$ cat src/rtl/data_serializer_pkg.sv
// rtl/data_serializer_pkg.sv - FunSel encodings, state enum and byte-selection helpers
package data_serializer_pkg;

  // Order/count select carried on FunSel
  typedef enum logic [1:0] {
    LSB4  = 2'b00,
    MSB4  = 2'b01,
    LSB2  = 2'b10,
    BYTE1 = 2'b11
  } funsel_e;

  typedef enum logic {
    IDLE = 1'b0,
    SEND = 1'b1
  } state_e;

  // Number of bytes a word contributes for a given FunSel
  function automatic logic [2:0] byte_count(funsel_e fs);
    case (fs)
      LSB4, MSB4: byte_count = 3'd4;
      LSB2:       byte_count = 3'd2;
      default:    byte_count = 3'd1;
    endcase
  endfunction

  // Offset of the first byte emitted: only MSB-first starts at the top byte
  function automatic logic [1:0] first_offset(funsel_e fs);
    first_offset = (fs == MSB4) ? 2'd3 : 2'd0;
  endfunction

  // Byte of a word at a given offset (0 = bits 7:0)
  function automatic logic [7:0] pick_byte(logic [31:0] w, logic [1:0] off);
    case (off)
      2'd0:    pick_byte = w[7:0];
      2'd1:    pick_byte = w[15:8];
      2'd2:    pick_byte = w[23:16];
      default: pick_byte = w[31:24];
    endcase
  endfunction

endpackage

$ cat src/rtl/data_serializer.sv
// rtl/data_serializer.sv - 32-bit word to 8-bit byte stream serializer with ready/valid handshake
module data_serializer
  import data_serializer_pkg::*;
(
  input  logic        Clock,
  input  logic        Reset,
  input  logic        Start,
  input  logic [31:0] I,
  input  logic [1:0]  FunSel,
  input  logic        Ready,
  output logic [7:0]  DOut,
  output logic        Valid,
  output logic [1:0]  Offset,
  output logic        Busy,
  output logic        Done
);

  state_e      state_q,  state_d;
  logic [31:0] word_q,   word_d;
  funsel_e     sel_q,    sel_d;
  logic [2:0]  cnt_q,    cnt_d;
  logic [7:0]  dout_q,   dout_d;
  logic [1:0]  offset_q, offset_d;
  logic        valid_q,  valid_d;
  logic        busy_q,   busy_d;
  logic        done_q,   done_d;

  // Next-state and registered-output computation; every output is decided one edge ahead
  always_comb begin
    state_d  = state_q;
    word_d   = word_q;
    sel_d    = sel_q;
    cnt_d    = cnt_q;
    dout_d   = dout_q;
    offset_d = offset_q;
    valid_d  = valid_q;
    busy_d   = busy_q;
    done_d   = 1'b0;

    unique case (state_q)
      IDLE: begin
        valid_d  = 1'b0;
        busy_d   = 1'b0;
        dout_d   = 8'h00;
        offset_d = 2'd0;
        if (Start) begin
          word_d   = I;
          sel_d    = funsel_e'(FunSel);
          cnt_d    = byte_count(sel_d);
          offset_d = first_offset(sel_d);
          dout_d   = pick_byte(I, offset_d);
          valid_d  = 1'b1;
          busy_d   = 1'b1;
          state_d  = SEND;
        end
      end
      SEND: begin
        // Valid is always high here, so Ready alone marks a transfer
        if (Ready) begin
          if (cnt_q == 3'd1) begin
            cnt_d    = 3'd0;
            valid_d  = 1'b0;
            busy_d   = 1'b0;
            dout_d   = 8'h00;
            offset_d = 2'd0;
            done_d   = 1'b1;
            state_d  = IDLE;
          end else begin
            cnt_d    = cnt_q - 3'd1;
            offset_d = (sel_q == MSB4) ? (offset_q - 2'd1) : (offset_q + 2'd1);
            dout_d   = pick_byte(word_q, offset_d);
          end
        end
      end
      default: begin
        state_d = IDLE;
      end
    endcase
  end

  // State, capture and output registers with synchronous active-low reset
  always_ff @(posedge Clock) begin
    if (!Reset) begin
      state_q  <= IDLE;
      word_q   <= 32'h0;
      sel_q    <= LSB4;
      cnt_q    <= 3'd0;
      dout_q   <= 8'h00;
      offset_q <= 2'd0;
      valid_q  <= 1'b0;
      busy_q   <= 1'b0;
      done_q   <= 1'b0;
    end else begin
      state_q  <= state_d;
      word_q   <= word_d;
      sel_q    <= sel_d;
      cnt_q    <= cnt_d;
      dout_q   <= dout_d;
      offset_q <= offset_d;
      valid_q  <= valid_d;
      busy_q   <= busy_d;
      done_q   <= done_d;
    end
  end

  assign DOut   = dout_q;
  assign Valid  = valid_q;
  assign Offset = offset_q;
  assign Busy   = busy_q;
  assign Done   = done_q;

endmodule

$ cat config.mk
export PLATFORM = sky130hd
export DESIGN_NAME = data_serializer
export DESIGN_NICKNAME = d
export VERILOG_FILES = /design/src/rtl/data_serializer_pkg.sv /design/src/rtl/data_serializer.sv
export SDC_FILE = /design/constraint.sdc
export NUM_CORES = 1
export LEC_CHECK = 0
export BUFFER_PORTS_ARGS = -buffer_cell sky130_fd_sc_hd__buf_2
export CORE_UTILIZATION = 37
export DETAILED_ROUTE_END_ITERATION = 8
export GPL_ROUTABILITY_DRIVEN = 0
export HOLD_SLACK_MARGIN = 0.12
export PLACE_DENSITY = 0.65
export REMOVE_ABC_BUFFERS = 1
export SLEW_MARGIN = 15
export SYNTH_ARGS = -nofsm -noshare
export SYNTH_HDL_FRONTEND = slang
export SYNTH_SLANG_ARGS = --single-unit
$ cat constraint.sdc
create_clock -name Clock -period 5.5 [get_ports Clock]
set_clock_uncertainty 0.05 [all_clocks]
set_input_delay 0.275 -clock Clock [delete_from_list [all_inputs] [get_ports Clock]]
set_output_delay 0.275 -clock Clock [all_outputs]
set_load 0.005 [all_outputs]
==> results of run 1 <==
==> cells in the mapped netlist (2+ instances only) <==
library cell  count  area, µm²
inv_1            14       52.6
dfxtp_1          50       1000
a31oi_1           3       18.8
nand3_1           2       10.0
a222oi_1          8       80.1
ha_1              6       75.1
clkbuf_1          7       26.3
a21oi_1          36        180
buf_6             4       45.0
nand2b_1          3       18.8
o21ai_0           2       10.0
o32ai_1           2       17.5
a221o_1           8       80.1
buf_2             7       35.0
nor2_1           11       41.3
mux2i_1          16        160
nand2_1          73        274
==> worst min path at each step <==
stage / depth (start not counted) / end / startpoint / slack, ns
after floorplan: 1 / cnt_q[0] / Reset / 0.34
after global placement: 2 / sel_q[1] / sel_q[1] / 0.39
after detailed placement: 2 / word_q[8] / word_q[8] / 0.40
after CTS: 3 / word_q[12] / I[12] / 0.14
after global routing: 3 / word_q[23] / I[23] / 0.15
final: 3 / word_q[12] / I[12] / 0.15
==> routing by layer <==
| layer | global-route usage | share of wire | vias up |
|---|---|---|---|
| met2 | 0.283 | 0.46 | 56 |
| li1 | - | - | 986 |
| met4 | 0.0536 | 0.010 | 0 |
| met1 | 0.233 | 0.46 | 887 |
| met3 | 0.0330 | 0.070 | 4 |
| met5 | 0 | 0 | - |
==> power by group through the flow <==
stage | clock network [mW] | logic (mW) | registers, mW
global placement | 0 | 0.137 | 0.411
finish | 0.306 | 0.138 | 0.403
CTS | 0.315 | 0.140 | 0.403
detailed placement | 0 | 0.140 | 0.412
floorplan | 0 | 0.0884 | 0.408
global route | 0.328 | 0.156 | 0.407
==> logic make-up after synthesis <==
kind of cell	count (synthesis)	synth area share
AO/OA/AOI/OAI	63	0.185
XOR/XNOR	1	0.00386
adder cells (fa/ha/maj)	6	0.0331
buffers and inverters	35	0.0772
flip-flops	50	0.441
multiplexers	17	0.0756
AND/OR/NAND/NOR	97	0.184
==> registers in the layout, summed over array words and instances, names as in the netlist <==
name	count
state_q	1
DOut	8
Done	1
Offset	2
word_q	32
sel_q	2
Busy	1
cnt_q	3
==> through the flow <==
step           hold slack, ns  total power [mW]
6_report                0.145             0.847
5_1_grt                 0.145             0.891
4_1_cts                 0.141             0.858
3_5_place_dp            0.397             0.551
3_3_place_gp            0.389             0.549
2_1_floorplan           0.343             0.497
==> worst max-delay path: stages (launching register included) <==
cell and delay [ns]:
dfxtp_1 0.32, nand2b_1 0.14, xnor2_1 0.25, inv_1 0.10
ha_1 0.33, a222oi_1 0.41, mux2i_1 0.12, a221o_1 0.32
==> cell type report <==
type,count,area (µm²),share of cell area
clock inverter,3,68.8,0.0260
multi-input combinational,184,1090,0.413
inverter,14,52.6,0.0199
tap,75,93.8,0.0355
timing repair buffer,52,265,0.100
sequential,50,1000,0.379
clock buffer,5,68.8,0.0260
==> results.cfg, run 1 <==
[placement]
dpl_cell_area_um2 = 2500
dp_cells = 375
io_buffer_count = 50
dpl_worst_slack_ns = 3.35
place_hpwl_um = 3610

[cts]
clockBufferDepth = 2
cts_num_sinks = 50
cts_buffers = 5
path_clk_slew_ns = 0.10
cts_hold_buf = 0
htreeDepth = 2
post_cts_buffers = 0
ctsResizeCount = 0
cts_root_buf = clkbuf_8
cts_tree = yes
clk_latency_ns = 0.30

[critical_path]
worstPathRequired_ns = 5.66
crit_start = sel_q[1]
critPathKind = reg -> reg
crit_end = DOut[2]
worstPathArrival_ns = 2.29
r2r_cells = 7
crit_path_end_kind = register
rr_startpoint = sel_q[1]
critPathMaxFanout = 8
reg2reg_to = DOut[2]
worst_setup_path_start_kind = register
rrSetupSlack_ns = 3.36

[die]
initial_core_util = 0.383
fp.dieArea_um2 = 6450
die_w_um = 80.3
die-height_um = 80.3
core_area_um2 = 5920
io_pins = 51
num_rows = 28

[layout]
final_util = 0.446
final_area_um2 = 2640
post_route_cells_drive_above_1_share = 0.218
diodes = 0
nNetsFinal = 351
final_cell_mix = 73 x nand2_1, 50 x dfxtp_1, 50 x buf_2
final_common_cell = nand2_1
stdcell_count = 383
area.growth.synth_to_final_pct = 16.5
fill_cells = 611

[power_and_ir_drop]
ir_drop_mv = 0.161
power.internal_uw = 628
combPwrFrac = 0.163
p_leak_nw = 1.13
powerDensity_nw_per_um2 = 320
swShare = 0.258
pwr-share-clk = 0.361
power.switching_uw = 218
power_frac_seq = 0.476

[global_route]
grt_pass1_vias = 1735
grt_pass1_wl_um = 8510
grt_max_degree = 41
antenna_found_initial = 0
track_usage = 0.174
grt_overflow = 0

[synth]
avgSynthCellArea_um2 = 8.43
yosysUniqueCellTypes = 34
ys_ff_latch = 50
ys.flop_type = dfxtp_1
netlist_instances = 269
synth-async-reset-ratio = 0
yosysSeqAreaShare = 0.441
synth_edf_count = 0
syn_area_um2 = 2270
yosys_warnings = 0

[detailed_routing]
wl_per_cell_um = 13.7
remaining_drc_errors = 0
vias_per_cell = 5.05
vias = 1933
wl_um = 5250
drt_iter0_drc = 137
drtAntennaViolNets = 0
first_pass_iters = 5

[status]
status = finished, final reports clean

[sta]
finalSetupViolations = 0
period_minus_slack_ns = 2.14
fin_crit_sh = 0.388
fin_setup_tns_ns = 0
fmax_mhz = 468
drv_slew = 0
rsz0062_at_grt = false
layout_setup_ws_ns = 3.36
hold_violations = 0
tightestPinTransition_ns = 0.686
relSlewSlack = 0.541

[worst_hold_path]
hold_class = in -> reg

[run]
drv_cap = 0
Power figures use the tool's default switching activity.
==> inputs of run 2 (changes only) <==
--- a/config.mk
+++ b/config.mk
@@ -10,7 +10,7 @@
 export DETAILED_ROUTE_END_ITERATION = 8
 export GPL_ROUTABILITY_DRIVEN = 0
 export HOLD_SLACK_MARGIN = 0.12
-export PLACE_DENSITY = 0.65
+export PLACE_DENSITY = 0.67
 export REMOVE_ABC_BUFFERS = 1
 export SLEW_MARGIN = 15
 export SYNTH_ARGS = -nofsm -noshare
==> constraint.sdc (replaced) <==
create_clock -name Clock -period 1.9 [get_ports Clock]
set_clock_uncertainty 0.05 [all_clocks]
set_input_delay 0.095 -clock Clock [delete_from_list [all_inputs] [get_ports Clock]]
set_output_delay 0.095 -clock Clock [all_outputs]
set_load 0.005 [all_outputs]
==> results.cfg, run 2 (synthesis gave the netlist of run 1 again) <==
[sta]
hold_violations = 0
hold_slack_ns = 0.298
fmax_mhz = 538
relSlewSlack = 0.723
period_minus_slack_ns = 1.86
layout_setup_ws_ns = 0.0418
drv_slew = 0
fin_crit_sh = 0.978
tightestPinTransition_ns = 0.414
rsz0062_at_grt = true
finalSetupViolations = 0

[detailed_routing]
wl_um = 5740
wl_per_cell_um = 13.5
vias_per_cell = 5.06
first_pass_iters = 4
drtAntennaViolNets = 0
vias = 2147
remaining_drc_errors = 0
drt_iter0_drc = 171

[critical_path]
r2r_cells = 7
slowest_delay_ns = 0.33
worst_setup_path_start_kind = register
crit_path_end_kind = register
critPathMaxFanout = 8
critPathKind = reg -> reg
reg2reg_to = DOut[0]
worstPathArrival_ns = 2.00
rr_startpoint = sel_q[1]
crit_path_top_delay_cell = dfxtp_2
rrSetupSlack_ns = 0.04
path_cells = nand2b_4 > xnor2_2 > buf_4 > ha_4 > a222oi_1 > mux2i_1 > a221o_1
worstPathRequired_ns = 2.04

[placement]
io_buffer_count = 50
dp_cells = 381
place_hpwl_um = 3830
dpl_cell_area_um2 = 2550
dpl_worst_slack_ns = -0.0945

[global_route]
grt_overflow = 0
grt_pass1_vias = 1922
grt_pass1_wl_um = 9140
track_usage = 0.186
grt_max_degree = 35
antenna_found_initial = 0

[status]
status = finished, final reports clean

[cts]
cts_tree = yes
cts_buffers = 5
cts_num_sinks = 50
clockBufferDepth = 2
path_clk_slew_ns = 0.09
htreeDepth = 2
post_cts_buffers = 0
clk_latency_ns = 0.30
cts_root_buf = clkbuf_8

[die]
core_area_um2 = 5920
initial_core_util = 0.383
die_w_um = 80.3
num_rows = 28
io_pins = 51
die-height_um = 80.3
fp.dieArea_um2 = 6450

[layout]
largest_reg_flops = 32
fill_cells = 568
ff_latch_area_um2 = 1000
multiInputGateArea_um2 = 1150
diodes = 0
stdcell_count = 424
area.growth.synth_to_final_pct = 34.1
final_cell_mix = 73 x nand2_1, 50 x buf_2, 49 x dfxtp_1
top_register = word_q
post_route_cells_drive_above_1_share = 0.223
final_common_cell = nand2_1
nNetsFinal = 393
final_area_um2 = 3040

[worst_hold_path]
hold_class = in -> reg
hold-path-cell-count = 3
whs_endpoint = state_q
hp-start = Start

[power_and_ir_drop]
powerDensity_nw_per_um2 = 744
ir_drop_mv = 0.332
p_leak_nw = 1.29

[run]
drv_cap = 0
run 2: changes by cell type in the layout (fill, tap and decap cells not counted), sizes merged:
cell,change
clkbuf,+2
dlygate4sd3,+36
clkinv,-1
buf,+6
bufinv,-2
run 2: report_power, final:
group | internal (mW) | leakage (nW) | switching (mW)
logic | 0.248 | 0.840 | 0.248
registers | 1.12 | 0.411 | 0.0547
clock network | 0.255 | 0.0383 | 0.337
total | 1.62 | 1.29 | 0.640
run 2: final cells by class:
class	instances	area share
Timing Repair Buffer	94	0.220
Multi-Input combinational cell	184	0.377
Sequential cell	50	0.329
Clock buffer	7	0.0251
Inverter	14	0.0173
Tap cell	75	0.0308
run 2: worst max-delay path by stage:
| stage | start | endpoint | slack [ns] |
|---|---|---|---|
| global placement | sel_q[1] | DOut[1] | -0.04 |
| detailed placement | sel_q[1] | DOut[0] | -0.09 |
| global route | sel_q[0] | DOut[0] | -0.05 |
| finish | sel_q[1] | DOut[0] | 0.04 |
| CTS | sel_q[1] | DOut[0] | -0.02 |
| floorplan | sel_q[1] | DOut[1] | 0.02 |
run 2: worst max-delay path, delay by kind of cell, from the launching register on:
family / cells / cell delay (ns)
compound gates: 2 / 0.63
xor+xnor: 1 / 0.14
fa+ha+maj: 1 / 0.18
buf+inv: 1 / 0.16
flops: 1 / 0.33
mux: 1 / 0.12
simple gates: 1 / 0.14
run 2: per-stage QoR:
stage | utilization | setup TNS (ns) | total power [mW]
final | 0.514 | 0 | 2.26
after global routing | 0.514 | -0.188 | 2.38
after CTS | 0.510 | -0.0170 | 2.26
after detailed placement | 0.431 | -0.662 | 1.61
after global placement | 0.431 | -0.186 | 1.60
after floorplan | - | 0 | 1.44
run 2: timing repair:
item,4_1_cts,5_1_grt
gates cloned,0,0
resized for setup,6,5
setup endpoints to repair,8,8
hold endpoints to repair,42,0
hold buffers,36,0
pin swaps,2,7
run 2: metal layers:
layer | up-vias | share of wire | track usage
met1 | 1008 | 0.46 | 0.243
li1 | 1070 | - | -
met5 | - | 0 | 0
met4 | 0 | 0.015 | 0.0661
met2 | 62 | 0.48 | 0.305
met3 | 7 | 0.047 | 0.0352
